File: config.mk
export PLATFORM = sky130hd
export DESIGN_NAME = decode_issue_stage
export DESIGN_NICKNAME = d
export VERILOG_FILES = /design/src/rtl/decode_issue_stage.sv
export SDC_FILE = /design/constraint.sdc
export NUM_CORES = 1
export LEC_CHECK = 0
export CAP_MARGIN = 20
export CORE_UTILIZATION = 29
export DETAILED_ROUTE_END_ITERATION = 7
export DONT_BUFFER_PORTS = 1
export PLACE_DENSITY = 0.53
export SKIP_LAST_GASP = 1
export SLEW_MARGIN = 30
export SYNTH_ARGS = -nofsm -noshare
export SYNTH_HDL_FRONTEND = slang
export SYNTH_SLANG_ARGS = --single-unit
File: constraint.sdc
create_clock -name Clk -period 7.2 [get_ports Clk]
set_clock_uncertainty 0.2 [all_clocks]
set_input_delay 1.44 -clock Clk [delete_from_list [all_inputs] [get_ports Clk]]
set_output_delay 1.44 -clock Clk [all_outputs]
set_load 0.005 [all_outputs]
File: src/rtl/decode_issue_stage.sv
// MIPS decode/issue stage: decodes IF/ID, detects RAW hazards against EX/MEM, and fills ID/EX.
// Optional operand forwarding is enabled by defining FORWARD_EN.
module decode_issue_stage (
    input  logic        Clk,
    input  logic        Reset,
    input  logic        IfValid,
    input  logic [31:0] IfInstr,
    input  logic [31:0] IfPC,
    input  logic        Flush,
    output logic        Stall,
    output logic [4:0]  ReadRegister1,
    output logic [4:0]  ReadRegister2,
    input  logic [31:0] ReadData1,
    input  logic [31:0] ReadData2,
    input  logic        MemRegWrite,
    input  logic [4:0]  MemDest,
    input  logic [31:0] MemResult,
    output logic        ExValid,
    output logic        ExRegWrite,
    output logic        ExMemRead,
    output logic        ExMemWrite,
    output logic        ExAluSrc,
    output logic [2:0]  ExAluOp,
    output logic [4:0]  ExDest,
    output logic [31:0] ExOperandA,
    output logic [31:0] ExOperandB,
    output logic [31:0] ExImm,
    output logic [31:0] ExPC,
    output logic        ExFwdA,
    output logic        ExFwdB,
    output logic [15:0] StallCount
);

    localparam logic [2:0] ALU_ADD = 3'd0;
    localparam logic [2:0] ALU_SUB = 3'd1;
    localparam logic [2:0] ALU_AND = 3'd2;
    localparam logic [2:0] ALU_OR  = 3'd3;
    localparam logic [2:0] ALU_SLT = 3'd4;

    logic [5:0]  opcode, funct;
    logic [4:0]  rs, rt, rd;
    logic [15:0] imm16;

    logic        dec_reg_write, dec_mem_read, dec_mem_write, dec_alu_src;
    logic [2:0]  dec_alu_op;
    logic [4:0]  dec_dest;
    logic        uses_rs, uses_rt;
    logic [31:0] dec_imm;

    logic        ex_valid_q, ex_reg_write_q, ex_mem_read_q, ex_mem_write_q, ex_alu_src_q;
    logic [2:0]  ex_alu_op_q;
    logic [4:0]  ex_dest_q;
    logic [31:0] ex_operand_a_q, ex_operand_b_q, ex_imm_q, ex_pc_q;
    logic        ex_fwd_a_q, ex_fwd_b_q;
    logic [15:0] stall_count_q;

    logic        ex_valid_d, ex_reg_write_d, ex_mem_read_d, ex_mem_write_d, ex_alu_src_d;
    logic [2:0]  ex_alu_op_d;
    logic [4:0]  ex_dest_d;
    logic [31:0] ex_operand_a_d, ex_operand_b_d, ex_imm_d, ex_pc_d;
    logic        ex_fwd_a_d, ex_fwd_b_d;
    logic [15:0] stall_count_d;

    logic        ex_match_a, ex_match_b, mem_match_a, mem_match_b;
    logic        hazard, issue;
    logic        fwd_a, fwd_b;
    logic [31:0] operand_a, operand_b;

    assign opcode        = IfInstr[31:26];
    assign rs            = IfInstr[25:21];
    assign rt            = IfInstr[20:16];
    assign rd            = IfInstr[15:11];
    assign funct         = IfInstr[5:0];
    assign imm16         = IfInstr[15:0];
    assign ReadRegister1 = rs;
    assign ReadRegister2 = rt;

    always_comb begin
        dec_reg_write = 1'b0;
        dec_mem_read  = 1'b0;
        dec_mem_write = 1'b0;
        dec_alu_src   = 1'b0;
        dec_alu_op    = ALU_ADD;
        dec_dest      = 5'd0;
        uses_rs       = 1'b0;
        uses_rt       = 1'b0;
        dec_imm       = {{16{imm16[15]}}, imm16};
        case (opcode)
            6'h00: begin
                // Unknown funct falls through as a NOP with no register use.
                if (funct == 6'h20 || funct == 6'h22 || funct == 6'h24 ||
                    funct == 6'h25 || funct == 6'h2A) begin
                    dec_reg_write = 1'b1;
                    dec_dest      = rd;
                    uses_rs       = 1'b1;
                    uses_rt       = 1'b1;
                    case (funct)
                        6'h22:   dec_alu_op = ALU_SUB;
                        6'h24:   dec_alu_op = ALU_AND;
                        6'h25:   dec_alu_op = ALU_OR;
                        6'h2A:   dec_alu_op = ALU_SLT;
                        default: dec_alu_op = ALU_ADD;
                    endcase
                end
            end
            6'h08: begin
                dec_reg_write = 1'b1;
                dec_alu_src   = 1'b1;
                dec_dest      = rt;
                uses_rs       = 1'b1;
            end
            6'h0D: begin
                dec_reg_write = 1'b1;
                dec_alu_src   = 1'b1;
                dec_alu_op    = ALU_OR;
                dec_dest      = rt;
                uses_rs       = 1'b1;
                dec_imm       = {16'd0, imm16};
            end
            6'h23: begin
                dec_reg_write = 1'b1;
                dec_mem_read  = 1'b1;
                dec_alu_src   = 1'b1;
                dec_dest      = rt;
                uses_rs       = 1'b1;
            end
            6'h2B: begin
                dec_mem_write = 1'b1;
                dec_alu_src   = 1'b1;
                uses_rs       = 1'b1;
                uses_rt       = 1'b1;
            end
            default: ;
        endcase
    end

    // A producer matches only if it really writes a non-zero register.
    assign ex_match_a  = uses_rs && (rs != 5'd0) && ex_valid_q && ex_reg_write_q && (rs == ex_dest_q);
    assign ex_match_b  = uses_rt && (rt != 5'd0) && ex_valid_q && ex_reg_write_q && (rt == ex_dest_q);
    assign mem_match_a = uses_rs && (rs != 5'd0) && MemRegWrite && (rs == MemDest);
    assign mem_match_b = uses_rt && (rt != 5'd0) && MemRegWrite && (rt == MemDest);

`ifdef FORWARD_EN
    // EX results are substituted inside EX next cycle; only a load in EX is too late.
    assign hazard    = (ex_match_a || ex_match_b) && ex_mem_read_q;
    assign fwd_a     = ex_match_a && !ex_mem_read_q;
    assign fwd_b     = ex_match_b && !ex_mem_read_q;
    assign operand_a = (!ex_match_a && mem_match_a) ? MemResult : ReadData1;
    assign operand_b = (!ex_match_b && mem_match_b) ? MemResult : ReadData2;
`else
    logic unused_mem_result;
    assign unused_mem_result = ^MemResult;
    assign hazard    = ex_match_a || ex_match_b || mem_match_a || mem_match_b;
    assign fwd_a     = 1'b0;
    assign fwd_b     = 1'b0;
    assign operand_a = ReadData1;
    assign operand_b = ReadData2;
`endif

    // Handshake: IF/ID is consumed on a posedge when IfValid && !Stall; Flush squashes it
    // instead. While Stall=1 upstream must hold PC and IF/ID unchanged.
    assign Stall = !Reset && IfValid && !Flush && hazard;
    assign issue = IfValid && !Flush && !hazard;

    always_comb begin
        ex_valid_d     = 1'b0;
        ex_reg_write_d = 1'b0;
        ex_mem_read_d  = 1'b0;
        ex_mem_write_d = 1'b0;
        ex_alu_src_d   = 1'b0;
        ex_alu_op_d    = 3'd0;
        ex_dest_d      = 5'd0;
        ex_operand_a_d = 32'd0;
        ex_operand_b_d = 32'd0;
        ex_imm_d       = 32'd0;
        ex_pc_d        = 32'd0;
        ex_fwd_a_d     = 1'b0;
        ex_fwd_b_d     = 1'b0;
        if (issue) begin
            ex_valid_d     = 1'b1;
            ex_reg_write_d = dec_reg_write && (dec_dest != 5'd0);
            ex_mem_read_d  = dec_mem_read;
            ex_mem_write_d = dec_mem_write;
            ex_alu_src_d   = dec_alu_src;
            ex_alu_op_d    = dec_alu_op;
            ex_dest_d      = dec_dest;
            ex_operand_a_d = operand_a;
            ex_operand_b_d = operand_b;
            ex_imm_d       = dec_imm;
            ex_pc_d        = IfPC;
            ex_fwd_a_d     = fwd_a;
            ex_fwd_b_d     = fwd_b;
        end
        stall_count_d = stall_count_q;
        if (Stall && (stall_count_q != 16'hFFFF)) stall_count_d = stall_count_q + 16'd1;
    end

    always_ff @(posedge Clk or posedge Reset) begin
        if (Reset) begin
            ex_valid_q     <= 1'b0;
            ex_reg_write_q <= 1'b0;
            ex_mem_read_q  <= 1'b0;
            ex_mem_write_q <= 1'b0;
            ex_alu_src_q   <= 1'b0;
            ex_alu_op_q    <= 3'd0;
            ex_dest_q      <= 5'd0;
            ex_operand_a_q <= 32'd0;
            ex_operand_b_q <= 32'd0;
            ex_imm_q       <= 32'd0;
            ex_pc_q        <= 32'd0;
            ex_fwd_a_q     <= 1'b0;
            ex_fwd_b_q     <= 1'b0;
            stall_count_q  <= 16'd0;
        end else begin
            ex_valid_q     <= ex_valid_d;
            ex_reg_write_q <= ex_reg_write_d;
            ex_mem_read_q  <= ex_mem_read_d;
            ex_mem_write_q <= ex_mem_write_d;
            ex_alu_src_q   <= ex_alu_src_d;
            ex_alu_op_q    <= ex_alu_op_d;
            ex_dest_q      <= ex_dest_d;
            ex_operand_a_q <= ex_operand_a_d;
            ex_operand_b_q <= ex_operand_b_d;
            ex_imm_q       <= ex_imm_d;
            ex_pc_q        <= ex_pc_d;
            ex_fwd_a_q     <= ex_fwd_a_d;
            ex_fwd_b_q     <= ex_fwd_b_d;
            stall_count_q  <= stall_count_d;
        end
    end

    assign ExValid    = ex_valid_q;
    assign ExRegWrite = ex_reg_write_q;
    assign ExMemRead  = ex_mem_read_q;
    assign ExMemWrite = ex_mem_write_q;
    assign ExAluSrc   = ex_alu_src_q;
    assign ExAluOp    = ex_alu_op_q;
    assign ExDest     = ex_dest_q;
    assign ExOperandA = ex_operand_a_q;
    assign ExOperandB = ex_operand_b_q;
    assign ExImm      = ex_imm_q;
    assign ExPC       = ex_pc_q;
    assign ExFwdA     = ex_fwd_a_q;
    assign ExFwdB     = ex_fwd_b_q;
    assign StallCount = stall_count_q;

endmodule

==> metrics.txt, run 1 <==
Leak about 2.9 nW; CTS clk-pin slew, worst paths 0.06 ns; final count of negative-setup-slack endpoints 0; CP Launch Point IfInstr[27]; Levels on crit path 6; gr usage total 0.130; clock buffer count from CTS 17; post-CTS resize count 0; CP endpoint Stall; Syn Std Cell Area 5650 sq um; Site Rows 50; port buffer count 0; Tcrit/Tclk final 0.665; WP buf/inv 1; hold buffers post-CTS 0; wire per inst 18.5 um; dominant synthesized flop cell dfrtp_1; total grt overflow 0; crit-path max cell delay 0.48 ns; PwrDens 276 nW/um^2; crit path time final 4.79 ns; EDFF count, synth 0; Vias/cell ~4.6; Int Pwr around 1.3 mW; Slowest cell on crit path and4_1; Peak VDD IR 0.152 mV; layout cells sized above 1 0.127; reg-to-reg startpoint ExDest[4]; CP top delay family simple AND/OR/NAND/NOR gates; yosys warns 0; htree depth 4; Chip Height 142 um; initial DRC count 141; hpwl dp 9.71 mm; Critical Path Sink Type output pin; Sw Ratio 0.251; R2R cell count 9; Reg power frac 0.481; PnR Total Power 1.74 mW; switching pwr 0.437 mW; Root Buffer clkbuf_16; clk_lat worst skew 0.42 ns; CTS tree yes; I/O pin cnt between 300 and 400; number of global-route vias before repair 3381; Final Util 0.334; die width 142 um; setup TNS 0 ns; RSZ-0062 raised after global routing no; CTS Buffer Depth 2; CP Max Fanout 20; Avg Cell Area, Syn 12.2 sq um; area leader, netlist dfrtp_1; Core Box Area 18900 sq um; first-pass GRT wire length 19.4 mm; Clock Sinks around 140; critical path, cell by cell nor4_2, and4_1, nand2b_1, a32oi_2, buf_4, nor3_1; critical path startpoint category primary input; Nets between 600 and 700; FF-to-FF setup slack around 3.9 ns; Area Growth Syn to Fin 11.6%; Syn Inst Count between 400 and 500; Placer Congestion 0.865; Synth top area share 0.629; final antenna-violating net count 0; capturing point of the worst reg2reg path ExPC[10]; sequential share of the synthesized area 0.629; 1st-pass router iterations 4; Comb power frac 0.037; largest net degree at the start of global routing 74; Required @ worst endpoint 5.56 ns; Fin. Hold Viols 0; top-count cell post-synth dfrtp_1; Post-CTS Setup Bufs 0; WS Path Type primary input to output pin; Slew HR 0.461; final instance area 6300 sq um; async set or reset register ratio after synthesis 1.00; synth cell count leaders dfrtp_1, and2_1, buf_4; max-slew violation count 0; vias 3312; Synth cell types 40; Least-Margin Pin Slew 0.808 ns; status complete, no violations; share of power burned in the clock network 0.481; die area 20100 sq um; initial antenna violation count 3; DRC viols 0; crit path DAT roughly 3.2 ns; Max Clk Rate 0.209 GHz; Initial Utilization 0.299; Total Wirelength 13.2 mm; count of state elements after synthesis 142; top cells by area, synth dfrtp_1, and2_1, buf_4; Worst Hold Class flip-flop to flip-flop; Max Cap Viol 0; DP Area 5730 sq um
through the flow:
step,setup slack (ns),cells,hold WS (ns)
finish,2.41,717,0.323
global route,2.23,716,0.359
CTS,2.37,715,0.332
detailed placement,2.37,683,0.315
global placement,2.33,683,0.312
floorplan,0.570,463,0.284
cell families (layout without fill, tap and decap cells):
family                     count (synthesis)  count (layout)  share of synthesized area
AOI/OAI and AO/OA                         18              18                     0.0199
xor gates and xnor gates                  34              34                     0.0527
adders and majority gates                  1               1                    0.00221
buffers and inverters                     49              41                     0.0556
DFF                                      142             142                      0.629
muxes                                      3               3                    0.00576
other                                      1               4                   0.000664
and+or+nand+nor                          214             214                      0.234
metal layers:
layer,vias up,share of wire,GRT usage
li1,1440,-,-
met1,1629,0.37,0.144
met2,221,0.51,0.218
met3,20,0.11,0.0547
met4,2,0.018,0.0589
met5,-,0.00098,0
power by group through the flow:
stage	registers, mW	clock network, mW	logic (mW)
CTS	0.840	0.868	0.0678
global route	0.842	0.903	0.0748
finish	0.839	0.839	0.0653
floorplan	0.849	0	0.0640
detailed placement	0.855	0	0.0678
global placement	0.855	0	0.0649
sequential cells by signal (all words and copies together), names as in the netlist:
register    flops
ExRegWrite      1
ExOperandA     32
ExOperandB     32
ExAluOp         3
ExDest          5
ExMemWrite      1
ExImm          17
ExMemRead       1
ExPC           32
ExAluSrc        1
StallCount     16
ExValid         1
how the worst min path moves through the flow:
| stage | startpoint | end | cells past startpoint |
|---|---|---|---|
| detailed placement | StallCount[11] | StallCount[11] | 1 |
| finish | StallCount[11] | StallCount[11] | 1 |
| CTS | StallCount[13] | StallCount[13] | 1 |
| global placement | StallCount[11] | StallCount[11] | 1 |
| floorplan | StallCount[11] | StallCount[11] | 1 |
| global route | StallCount[11] | StallCount[11] | 1 |
layout make-up:
type | instances | area, sq um
multi-input combinational | 272 | 1800
clock inverter | 15 | 143
fill | 1899 | 12600
inverter | 4 | 20.0
tap | 260 | 325
sequential | 142 | 3550
clock buffer | 17 | 425
timing repair buffer | 5 | 37.5
antenna | 2 | 5.00
cells in the final DEF (no fill, tap or decap), types with 4 or more instances in the layout:
cell,n
a21oi_1,5
a22oi_1,5
and2_1,112
and3_1,6
buf_4,5
clkbuf_16,17
dfrtp_1,142
inv_6,7
inv_8,4
nand2_1,16
nand2b_1,4
nand3_1,15
nand4_1,10
nor2_1,16
nor3_1,8
nor3_2,7
nor4_2,5
xnor2_1,21
xor2_1,13
No activity file was read; power rests on OpenSTA's default activity.
==> run 2: changes to the inputs <==
Settings changed: PLACE_DENSITY 0.53 to 0.54.
Clock period 7.2 ns to 3.84 ns, I/O delays scaled along.
==> run 2 against run 1 <==
  * Global-route usage grew 0.17 points
  * Non-clock buffer count grew 2
  * Total power grew 90%
  * Utilization grew 0.36 points
  * Critical path depth shrank 1
  * Critical endpoint unchanged
  * Largest cell class unchanged
==> metrics.txt, run 2 (synthesis gave the netlist of run 1 again) <==
final instance area 6370 sq um (was 6300 sq um); Nets 615 (was 613); commonest non-fill, non-tap cell in the layout dfrtp_1 (unchanged); most frequent cells in the layout dfrtp_1, and2_1, xnor2_1 (unchanged); first-pass GRT wire length 19.8 mm (was 19.4 mm); Area Growth Syn to Fin 12.8% (was 11.6%); layout cells sized above 1 0.136 (was 0.127); clock buffer count from CTS 17 (unchanged); wire per inst 18.5 um (about the same); Vias/cell 4.69 (was 4.62); CTS tree yes (unchanged); PnR Total Power 3.31 mW (was 1.74 mW); Leak 2.94 nW (was 2.90 nW); Cells after DPL 684 (was 683); hpwl dp 9.58 mm (was 9.71 mm); die area 20100 sq um (unchanged); capturing point of the worst reg2reg path ExOperandA[2] (was ExPC[10]); final count of negative-setup-slack endpoints 0 (unchanged); initial antenna violation count 1 (was 3); Total Wirelength 13.3 mm (was 13.2 mm); crit path time final 3.20 ns; Peak VDD IR 0.258 mV (was 0.152 mV); CP Max Fanout 4 (was 20); setup TNS 0 ns (unchanged); vias 3368 (was 3312); largest net degree at the start of global routing 131 (was 74); Post-CTS Setup Bufs 0 (unchanged); clk_lat worst skew 0.42 ns (about the same); post-CTS resize count 0 (unchanged); Tcrit/Tclk final 0.834; max-slew violation count 0 (unchanged); Site Rows 50 (unchanged); CP endpoint Stall (unchanged); Required @ worst endpoint 2.87 ns (was 5.56 ns); Fin. Hold Viols 0 (unchanged); hold buffers post-CTS 1 (was 0); critical path, cell by cell nor4_2, and4_1, nand2b_1, a32oi_2, nor3_1 (was nor4_2, and4_1, nand2b_1, a32oi_2, buf_4, nor3_1); PwrDens 519 nW/um^2 (was 276 nW/um^2); final hold slack 0.276 ns (was 0.323 ns); reg-to-reg startpoint ExDest[4] (unchanged); CTS Buffer Depth 2 (unchanged); htree depth 4 (unchanged); port buffer count 0 (unchanged); 1st-pass router iterations 6 (was 4); WS Path Type primary input to output pin (unchanged); Critical Path Sink Type output pin (unchanged); I/O pin cnt 340 (unchanged); CP Launch Point IfInstr[27] (unchanged); initial DRC count 126 (was 141); Post-Layout Cell Count 718 (was 717); Levels on crit path 5 (was 6); final antenna-violating net count 0 (unchanged); Fill cells 1923 (was 1899); CTS clk-pin slew, worst paths 0.07 ns (was 0.06 ns); gr usage total 0.132 (was 0.130); total grt overflow 0 (unchanged); Initial Utilization 0.299 (unchanged); DP Area 5780 sq um (was 5730 sq um); FF-to-FF setup slack 1.29 ns (was 3.94 ns); Root Buffer clkbuf_16 (unchanged); R2R cell count 9 (unchanged); Max Cap Viol 0 (unchanged); Least-Margin Pin Slew 0.764 ns (was 0.808 ns); Clock Sinks 142 (unchanged); crit path DAT 2.23 ns (was 3.15 ns); Worst Hold Class primary input to flip-flop (was flip-flop to flip-flop); WP buf/inv 0 (was 1); crit-path max cell delay 0.48 ns (about the same); critical path startpoint category primary input (unchanged); Max Clk Rate 0.312 GHz; status complete, no violations (unchanged); Placer Congestion 0.850 (was 0.865); die width 142 um (unchanged); RSZ-0062 raised after global routing no (unchanged); Chip Height 142 um (unchanged); Slew HR 0.491 (was 0.461); CP top delay family simple AND/OR/NAND/NOR gates (unchanged); DRC viols 0 (unchanged); number of global-route vias before repair 3489 (was 3381); Core Box Area 18900 sq um (unchanged); Slowest cell on crit path nor4_2 (was and4_1)
[run 2: through the flow]
stage | util | setup WS (ns)
2_1_floorplan | - | -0.409
4_1_cts | 0.337 | 0.668
3_3_place_gp | 0.306 | 0.592
5_1_grt | 0.337 | 0.599
3_5_place_dp | 0.306 | 0.550
6_report | 0.337 | 0.639
[run 2: where the power goes]
group	switching, mW	internal [mW]
registers	0.0308	1.54
clock network	0.691	0.919
logic	0.0777	0.0487
total	0.800	2.51
[run 2: worst register-to-register path: stages, from the launching register on]
cell and delay, ns:
dfrtp_1 0.44, xnor2_1 0.16, nand4_1 0.12, o22ai_1 0.11, a32oi_2 0.25, buf_4 0.35, o21ai_2 0.12, inv_2 0.08
buf_4 0.38, and2_1 0.26
[run 2: layer usage]
metal,vias to the layer above,wire length (um),share of wire,global-route usage
met5,-,0,0,0
met2,226,6720,0.51,0.217
met4,0,230,0.017,0.0713
met1,1683,4990,0.38,0.147
met3,18,1330,0.10,0.0526
li1,1441,-,-,-
[run 2: worst min path at each step]
stage                    from        endpoint  slack [ns]  depth (start not counted)
5_1_grt         ReadData1[17]  ExOperandA[17]        0.25                          1
3_5_place_dp   StallCount[11]  StallCount[11]        0.31                          1
6_report        ReadData1[17]  ExOperandA[17]        0.28                          1
2_1_floorplan  StallCount[11]  StallCount[11]        0.28                          1
3_3_place_gp   StallCount[11]  StallCount[11]        0.31                          1
4_1_cts               IfPC[4]         ExPC[4]        0.25                          1
[run 2: cell type report]
type	count	area (sq um)	area share
flip-flops and latches	142	3550	0.558
multi-input cells	272	1830	0.287
clock buffers	18	429	0.0673
well taps	260	325	0.0510
clock inverters	14	148	0.0232
repair buffers	7	67.6	0.0106
inverters	4	18.8	0.00294
diodes	1	2.50	0.000393
==> run 3: changes to the inputs <==
Settings changed: ABC_AREA set to 1, PLACE_DENSITY 0.54 to 0.53.
Clock period 3.84 ns to 3 ns, I/O delays scaled along.
==> run 3 against run 2 <==
  * Sequential cell count unchanged
  * Worst hold slack worse by 0.20 ns
  * Total power is 34% higher
  * Via count rose by 21%
  * Wire length increased by 14%
  * Cell count rose by 33%
  * Critical path type is now flip-flop to output pin
  * Highest routed layer unchanged
  * Die area is 7.3% higher
==> metrics.txt, run 3 <==
post-synthesis mux area share 0 (was 0.00576); CTS Buffer Depth 2 (unchanged); Synth top area share 0.586 (was 0.629); I/O pin cnt 340 (unchanged); Tcrit/Tclk final 0.904; crit path time final about 2.7 ns; Final Util 0.334 (was 0.337); Syn Inst Count 688 (was 462); async set or reset register ratio after synthesis 1.00 (unchanged); Leak 3.81 nW (was 2.94 nW); Peak VDD IR 0.294 mV (was 0.258 mV); post-CTS resize count 0 (unchanged); top cells by area, synth dfrtp_1, nor2_1, inv_1 (was dfrtp_1, and2_1, buf_4); Worst Hold Class primary input to flip-flop (unchanged); Synth cell types 30 (was 40); CTS clk-pin slew, worst paths 0.07 ns (about the same); Post-CTS Setup Bufs 0 (unchanged); met3 usage 0.0541 (was 0.0526); Syn Std Cell Area 6070 sq um (was 5650 sq um); XOR/XNOR Fraction of Synth Area 0.0216 (was 0.0527); layout cells sized above 1 0.105 (was 0.136); clk_lat worst skew 0.41 ns (was 0.42 ns); Core Box Area 20400 sq um (was 18900 sq um); Total Wirelength 15.1 mm (was 13.3 mm); final antenna-violating net count 0 (unchanged); top-count cell post-synth nor2_1 (was dfrtp_1); Post-Synth Simple-Gate Area 0.229 (was 0.234); ant diodes 0 (was 1); RSZ-0062 raised after global routing no (unchanged); Site Rows 52 (was 50); die area 21500 sq um (was 20100 sq um); DRC viols 0 (unchanged); Avg Cell Area, Syn 8.82 sq um (was 12.2 sq um); initial antenna violation count 0 (was 1); area leader, netlist dfrtp_1 (unchanged); EDFF count, synth 0 (unchanged); port buffer count 0 (unchanged); final count of negative-setup-slack endpoints 0 (unchanged); sequential share of the synthesized area 0.586 (was 0.629); Max Clk Rate 0.369 GHz; largest net degree at the start of global routing 143 (was 131); number of global-route vias before repair 4234 (was 3489); die width 147 um (was 142 um); GR Layer Usage met2 0.251 (was 0.217); synth cell count leaders nor2_1, dfrtp_1, inv_1 (was dfrtp_1, and2_1, buf_4); Root Buffer clkbuf_16 (unchanged); most frequent cells in the layout nor2_1, dfrtp_1, inv_1 (was dfrtp_1, and2_1, xnor2_1); Area Growth Syn to Fin 12.1% (was 12.8%); status complete, no violations (unchanged); Critical Path Sink Type output pin (unchanged); Synth Area in Compound Gates 0.0126 (was 0.0199); largest family of logic cells by synthesized area simple AND/OR/NAND/NOR gates (unchanged); count of state elements after synthesis 142 (unchanged); clock buffer count from CTS 17 (unchanged); area share of fa/ha/maj cells after synthesis 0.00206 (was 0.00221); Vias/cell 4.28 (was 4.69); hpwl dp 10.9 mm (was 9.58 mm); Clock Sinks 142 (unchanged); commonest non-fill, non-tap cell in the layout nor2_1 (was dfrtp_1); Required @ worst endpoint 2.20 ns (was 2.87 ns); gr usage total 0.146 (was 0.132); critical path startpoint category flip-flop (was primary input); PwrDens 651 nW/um^2 (was 519 nW/um^2); crit path DAT 1.91 ns (was 2.23 ns); crit-path most repeated cell nand2_1; final hold slack 0.0778 ns (was 0.276 ns); critical path, cell by cell inv_1, nand2_1, o21ai_0, nor2_1, nand3_1, nand2_1, nand2_1, nand2_2, nand2_2, nor2_1 (was nor4_2, and4_1, nand2b_1, a32oi_2, nor3_1); Fill cells 2110 (was 1923); CTS tree yes (unchanged); yosys warns 0 (unchanged); Fin. Hold Viols 0 (unchanged); Slowest cell on crit path dfrtp_1 (was nor4_2); initial DRC count 236 (was 126); vias 4084 (was 3368); Slew HR 0.486 (was 0.491); PnR Total Power 4.43 mW (was 3.31 mW); first-pass GRT wire length 23.7 mm (was 19.8 mm); final instance area 6800 sq um (was 6370 sq um); hold buffers post-CTS 0 (was 1); Placer Congestion 0.814 (was 0.850); Max Cap Viol 0 (unchanged); CP Max Fanout 3 (was 4); max-slew violation count 0 (unchanged); Least-Margin Pin Slew 0.772 ns (was 0.764 ns); Chip Height 147 um (was 142 um); DP Area 6180 sq um (was 5780 sq um); total grt overflow 0 (unchanged); GR Util met1 0.166 (was 0.147); Nets 842 (was 615); WP buf/inv 1 (was 0); WS Path Type flip-flop to output pin (was primary input to output pin); htree depth 4 (unchanged); CP top delay family simple AND/OR/NAND/NOR gates (unchanged); crit-path max cell delay 0.39 ns (was 0.48 ns); Initial Utilization 0.298 (was 0.299); wire per inst 15.8 um (was 18.5 um); 1st-pass router iterations 4 (was 6); dominant synthesized flop cell dfrtp_1 (unchanged); gr busiest metal met2 (unchanged)
[run 3: cell count changes in the layout (fill, tap and decap cells not counted), moves of 9 or more]
cell	before	now
and2_1	112	0
nor3_2	9	0
nor2_2	0	10
inv_1	2	137
inv_2	1	10
xnor2_1	21	9
nand2_1	15	97
nor2_1	16	153
nand4_1	10	21
[run 3: cell families after synthesis]
family | Yosys count
compound gates | 13
xor+xnor | 15
fa+ha+maj | 1
buf+inv | 193
flops | 142
other cells | 1
simple gates | 323
[run 3: power by group]
group          total (mW)  switching (mW)  internal, mW
registers            2.02          0.0409          1.97
clock network        2.21           0.938          1.28
logic               0.200           0.142        0.0579
total                4.43            1.12          3.31
[run 3: worst paths after layout]
path / cells past startpoint / slack (ns) / from / endpoint
worst max-delay path: 10 / 0.29 / ExDest[3] / Stall
worst max register to register: 7 / 0.75 / StallCount[0] / StallCount[4]
worst min-delay path: 2 / 0.08 / IfPC[26] / ExPC[26]
max in group asynchronous: 2 / 1.88 / Reset / StallCount[9]
worst min register to register: 2 / 0.38 / StallCount[1] / StallCount[1]
min in group asynchronous: 2 / 0.12 / Reset / ExImm[14]
[run 3: worst reg2reg max path: cells and delay by family, from the launching register on]
kind                     cells  cell delay (ns)
AND/OR/NAND/NOR              5             1.15
flip-flops                   1             0.46
buffers and inverters        1             0.13
adder cells (fa/ha/maj)      1             0.25
[run 3: final cells by class]
class,count,area [sq um],area share
clock buffer,17,425,0.0625
clock inverter,15,194,0.0285
inverter,149,564,0.0829
multi-input combinational,354,1630,0.239
sequential,142,3550,0.522
tap,270,338,0.0497
timing repair buffer,7,103,0.0151
[run 3: metrics by stage]
step           std cells  setup slack [ns]  TNS, ns
5_1_grt              954            0.0935        0
6_report             954             0.287        0
3_5_place_dp         922             0.416        0
3_3_place_gp         922             0.421        0
2_1_floorplan        689            -0.840   -13.16
4_1_cts              954             0.254        0
[run 3: routing by layer]
layer	share of wire	up-vias
met5	0	-
met4	0.016	0
met1	0.39	1928
li1	-	1957
met3	0.079	11
met2	0.51	188
